`config.mk`:
```
export PLATFORM = sky130hd
export DESIGN_NAME = mul8_seq
export DESIGN_NICKNAME = d
export VERILOG_FILES = /design/src/rtl/mul8_seq_pkg.sv /design/src/rtl/mul8_seq_addern.sv /design/src/rtl/mul8_seq.sv
export SDC_FILE = /design/constraint.sdc
export NUM_CORES = 1
export LEC_CHECK = 0
export ABC_AREA = 1
export CAP_MARGIN = 0
export CORE_ASPECT_RATIO = 1.1
export CORE_MARGIN = 3
export CORE_UTILIZATION = 46
export CTS_CLUSTER_DIAMETER = 200
export CTS_CLUSTER_SIZE = 16
export DETAILED_ROUTE_END_ITERATION = 12
export HOLD_SLACK_MARGIN = 0.12
export PLACE_DENSITY_LB_ADDON = 0.3
export SYNTH_ARGS = -nofsm -noshare
export SYNTH_HDL_FRONTEND = slang
export SYNTH_SLANG_ARGS = --single-unit
```
`constraint.sdc`:
```
create_clock -name clk -period 3.84 [get_ports clk]
set_clock_uncertainty 0.15 [all_clocks]
set_input_delay 0.768 -clock clk [delete_from_list [all_inputs] [get_ports clk]]
set_output_delay 0.768 -clock clk [all_outputs]
set_load 0.05 [all_outputs]
```
`src/rtl/mul8_seq_pkg.sv`:
```
// Shared definitions for the sequential shift-and-add multiplier:
// default operand width and the controller state encodings.
package mul8_seq_pkg;

    localparam int MUL_WIDTH = 8;

    typedef enum logic [1:0] {
        ST_IDLE = 2'd0,
        ST_RUN  = 2'd1,
        ST_DONE = 2'd2
    } mul_state_t;

    // Counter width able to hold 0..width-1, never narrower than one bit.
    function automatic int cnt_bits(input int width);
        return (width > 1) ? $clog2(width) : 1;
    endfunction

endpackage

```
`src/rtl/mul8_seq_addern.sv`:
```
// Structural ripple-carry adder: s/c = a + b + cin built from full-adder cells.
module addern #(
    parameter int WIDTH = 8
) (
    input  logic [WIDTH-1:0] a,
    input  logic [WIDTH-1:0] b,
    input  logic             cin,
    output logic [WIDTH-1:0] s,
    output logic             c
);

    logic [WIDTH:0] carry;

    assign carry[0] = cin;

    for (genvar i = 0; i < WIDTH; i++) begin : g_fa
        assign s[i]       = a[i] ^ b[i] ^ carry[i];
        assign carry[i+1] = (a[i] & b[i]) | (carry[i] & (a[i] ^ b[i]));
    end

    assign c = carry[WIDTH];

endmodule

```
`src/rtl/mul8_seq.sv`:
```
// Sequential unsigned multiplier: one shift-and-add step per RUN cycle,
// WIDTH steps per product, result held in q until the next completion.
module mul8_seq
    import mul8_seq_pkg::*;
#(
    parameter int WIDTH = MUL_WIDTH
) (
    input  logic               clk,
    input  logic               rst,
    input  logic               start,
    input  logic [WIDTH-1:0]   a,
    input  logic [WIDTH-1:0]   b,
    output logic               busy,
    output logic               done,
    output logic [2*WIDTH-1:0] q
);

    localparam int CW = cnt_bits(WIDTH);
    localparam logic [CW-1:0] CNT_LAST = CW'(WIDTH - 1);

    mul_state_t state_q, state_d;
    logic [WIDTH-1:0]   acc_q, acc_d;
    logic [WIDTH-1:0]   mcand_q, mcand_d;
    logic [WIDTH-1:0]   mplier_q, mplier_d;
    logic [CW-1:0]      cnt_q, cnt_d;
    logic [2*WIDTH-1:0] q_q, q_d;

    logic [WIDTH-1:0]   addend;
    logic [WIDTH-1:0]   sum_s;
    logic               sum_c;
    logic [2*WIDTH:0]   step_full;
    logic [2*WIDTH-1:0] step_shifted;

    assign addend = mplier_q[0] ? mcand_q : '0;

    addern #(
        .WIDTH (WIDTH)
    ) u_addern (
        .a   (acc_q),
        .b   (addend),
        .cin (1'b0),
        .s   (sum_s),
        .c   (sum_c)
    );

    // The carry-out is kept as the top bit so the whole (WIDTH+1)-bit sum shifts in.
    assign step_full    = {sum_c, sum_s, mplier_q};
    assign step_shifted = step_full[2*WIDTH:1];

    always_comb begin
        state_d  = state_q;
        acc_d    = acc_q;
        mcand_d  = mcand_q;
        mplier_d = mplier_q;
        cnt_d    = cnt_q;
        q_d      = q_q;

        case (state_q)
            ST_IDLE, ST_DONE: begin
                if (start) begin
                    acc_d    = '0;
                    mcand_d  = a;
                    mplier_d = b;
                    cnt_d    = '0;
                    state_d  = ST_RUN;
                end else begin
                    state_d  = ST_IDLE;
                end
            end
            ST_RUN: begin
                acc_d    = step_shifted[2*WIDTH-1:WIDTH];
                mplier_d = step_shifted[WIDTH-1:0];
                cnt_d    = cnt_q + CW'(1);
                if (cnt_q == CNT_LAST) begin
                    q_d     = step_shifted;
                    state_d = ST_DONE;
                end
            end
            default: begin
                state_d = ST_IDLE;
            end
        endcase
    end

    always_ff @(posedge clk) begin
        if (rst) begin
            state_q  <= ST_IDLE;
            acc_q    <= '0;
            mcand_q  <= '0;
            mplier_q <= '0;
            cnt_q    <= '0;
            q_q      <= '0;
        end else begin
            state_q  <= state_d;
            acc_q    <= acc_d;
            mcand_q  <= mcand_d;
            mplier_q <= mplier_d;
            cnt_q    <= cnt_d;
            q_q      <= q_d;
        end
    end

    assign busy = (state_q == ST_RUN);
    assign done = (state_q == ST_DONE);
    assign q    = q_q;

endmodule

```
==> flow_summary.toml <==
[outcome]
outcome = "finished, final reports clean"

[global_route]
grtUsageTotal_pct = 18.5
grt_pass1_wl_microns = 7750
grt_pass1_vias = 1750
grt_max_degree = 36
antenna_found_initial = 0
grt_overflow = 0

[routing]
avgViaCountPerCell = 5.03
via_count = 1779
drt_wl_total_microns = 4290
drtIter0Drc = 138
antenna_left = 0
route.detailed.drc = 0
firstDrtPassIters = 4
wl_per_cell_microns = 12.1

[synth]
syn_inst = 269
syn-cell-area_sq_um = 2020
synth-seq-area-share_pct = 44.5
synth.distinct_cells = 21
yosys_warnings = 0
synth_seq_cells = 45
synth_nets = 298
avgSynthCellArea_sq_um = 7.53

[clock_tree]
hold_buffers = 0
clock_path_buffers = 2
clkTransAtPathRegs_ns = 0.08
cts_buffers = 5
root_buffer = "clkbuf_8"
cts.sinks = 45
h-tree-depth = 2
clk_latency_ns = 0.29
cts_tree = "built"
post-cts-setup-buffers = 0
cts_resized = 0

[power]
power_leakage_nw = 1.05
power_frac_seq_pct = 54.8
p_switching_mw = 0.231
irDropWorstVdd_v = 0.000255
swShare_pct = 25.4
clkPwrFrac_pct = 31.7
internal_power_mw = 0.678
power_density_nw_per_um2 = 364
power_frac_comb_pct = 13.5

[critical_path]
reg2reg_to = "acc_q[6]$_SDFFE_PP0P_"
worstSetupStartpointType = "register"
critPathArrivalTime_ns = 3.55
path_max_fanout = 2
reg2reg_setup_slack_ns = 0.30
crit_type = "register to register"
cp_cell_sequence = "nand2_1, inv_1, ha_1, inv_1, fa_1, fa_1, fa_1, fa_1, inv_1, fa_1, fa_1, inv_1, fa_1, inv_1, nand2_1, a21oi_1"
reg2reg_from = "mcand_q[0]$_SDFFE_PP0P_"
crit_path_start = "mcand_q[0]$_SDFFE_PP0P_"
end_kind = "register"
critPathMaxStageDelay_ns = 0.51
critical_path.top_delay_family = "adder cells"
critPathRequiredTime_ns = 3.85
ff2ff_path_depth = 16
cpMaxStageDelayCell = "fa_1"
path_buf_inv = 5
path_common_cell = "fa_1"

[layout]
n_antenna_cell = 0
syn_to_final_growth_pct = 23.4
nets = 331
drive_above_1_share_pct = 5.96
fillers = 380
final_core_util_pct = 60.7

[sta]
setup_viol = 0
tightestPinTransition_ns = 0.705
period_share_pct = 92.3
slew_violations = 0
slew_headroom_pct = 52.8
finalCriticalPeriod_ns = 3.54
tns_ns = 0
rsz0062_at_grt = "no"
hold_violations = 0
max_clock_freq_mhz = 282
hold_slack_ns = 0.315

[die]
rows = 24
initial_core_util_pct = 49.2
die_area_sq_um = 5230
die_h_microns = 75.6
io_pins = 37
fp.dieW_microns = 69.3
core_sq_um = 4110

[placement]
port_buffers = 36
gp_congestion = 0.825
dpl.hpwl_microns = 2930

[hold_path]
worst_hold_path_type = "register to register"
worstHoldPathCells = 1
hold_path_end = "cnt_q[0]$_SDFFE_PP0P_"
hp-start = "cnt_q[0]$_SDFFE_PP0P_"

[job]
max_cap_viol_count = 0
==> sequential cells by signal, indices dropped and copies added (netlist names) <==
signal / count
q: 16
mplier_q: 8
state_q: 2
mcand_q: 8
acc_q: 8
cnt_q: 3
==> per-layer routing <==
metal | track usage [%] | up-vias | routed length (microns)
met5 | 0 | - | 0
met4 | 6.07 | 0 | 77
met3 | 5.01 | 9 | 203
met2 | 33.4 | 47 | 2030
met1 | 21.8 | 813 | 1980
li1 | - | 910 | -
==> area by class of cell <==
cell class | count | area, sq um | area share [%]
multi-input cells | 170 | 906 | 36.3
flip-flops and latches | 45 | 901 | 36.1
repair buffers | 40 | 390 | 15.6
inverters | 40 | 150 | 6.01
clock buffers | 7 | 86.3 | 3.46
well taps | 52 | 65.1 | 2.60
==> cell usage after synthesis <==
library cell	count	area [sq um]
buf_1	1	3.75
o21ai_1	19	95.1
buf_4	1	7.51
fa_1	7	140
ha_1	3	37.5
inv_2	4	15.0
clkbuf_1	3	11.3
nor3_1	6	30.0
inv_1	30	113
o21ai_0	1	5.00
nand3b_1	1	7.51
clkinv_1	6	22.5
nor2_1	27	101
dfxtp_1	45	901
nand2_4	1	11.3
buf_2	9	45.0
nand2_1	45	169
nand3_1	42	210
a21oi_1	15	75.1
nor2_4	1	11.3
nand2_2	2	12.5
==> per-stage QoR <==
step           cells  setup slack [ns]  power, mW  cell area, sq um
2_1_floorplan    269             0.246      0.591              2020
5_1_grt          354            0.0727      0.955              2500
4_1_cts          354             0.298      0.916              2500
3_3_place_gp     347             0.390      0.630              2410
3_5_place_dp     347             0.347      0.632              2410
6_report         354             0.296      0.910              2500
==> power by group through the flow <==
| stage | registers (mW) | logic [mW] | clock network, mW |
|---|---|---|---|
| 2_1_floorplan | 0.504 | 0.0875 | 0 |
| 3_3_place_gp | 0.509 | 0.121 | 0 |
| 3_5_place_dp | 0.509 | 0.123 | 0 |
| 4_1_cts | 0.498 | 0.124 | 0.294 |
| 5_1_grt | 0.501 | 0.140 | 0.314 |
| 6_report | 0.498 | 0.123 | 0.289 |
==> cells by family (layout without fill, tap and decap cells) <==
logic type	Yosys count	after routing	share of synthesized area, %
DFF	45	45	44.5
buffers and inverters	54	87	10.8
AOI/OAI and AO/OA	35	35	8.65
and+or+nand+nor	125	125	27.3
adders and majority gates	10	10	8.78
==> worst reg2reg max path, cell delays in order, from the launching register on <==
cell	delay [ns]
dfxtp_1	0.33
nand2_1	0.05
inv_1	0.05
ha_1	0.13
inv_1	0.04
fa_1	0.37
fa_1	0.39
fa_1	0.40
fa_1	0.36
inv_1	0.07
fa_1	0.18
fa_1	0.16
inv_1	0.05
fa_1	0.51
inv_1	0.05
nand2_1	0.07
a21oi_1	0.07
==> worst max path at each step <==
stage / endpoint / slack [ns] / cells past startpoint
4_1_cts: acc_q[6]$_SDFFE_PP0P_ / 0.30 / 16
3_3_place_gp: acc_q[6]$_SDFFE_PP0P_ / 0.39 / 16
6_report: acc_q[6]$_SDFFE_PP0P_ / 0.30 / 16
3_5_place_dp: acc_q[6]$_SDFFE_PP0P_ / 0.35 / 16
5_1_grt: acc_q[6]$_SDFFE_PP0P_ / 0.07 / 16
2_1_floorplan: acc_q[6]$_SDFFE_PP0P_ / 0.25 / 17
==> placed cells by master, fill, tap and decap left out, drive strengths merged <==
| cell type | synthesis | final |
|---|---|---|
| nor3 | 6 | 6 |
| clkdlybuf4s50 | 0 | 36 |
| dfxtp | 45 | 45 |
| o21ai | 20 | 20 |
| ha | 3 | 3 |
| inv | 34 | 34 |
| clkbuf | 3 | 7 |
| a21oi | 15 | 15 |
| buf | 11 | 4 |
| nor2 | 28 | 28 |
| clkinv | 6 | 6 |
| nand3 | 42 | 42 |
| fa | 7 | 7 |
| nand2 | 48 | 48 |
| nand3b | 1 | 1 |
No activity file was read; power rests on OpenSTA's default activity.
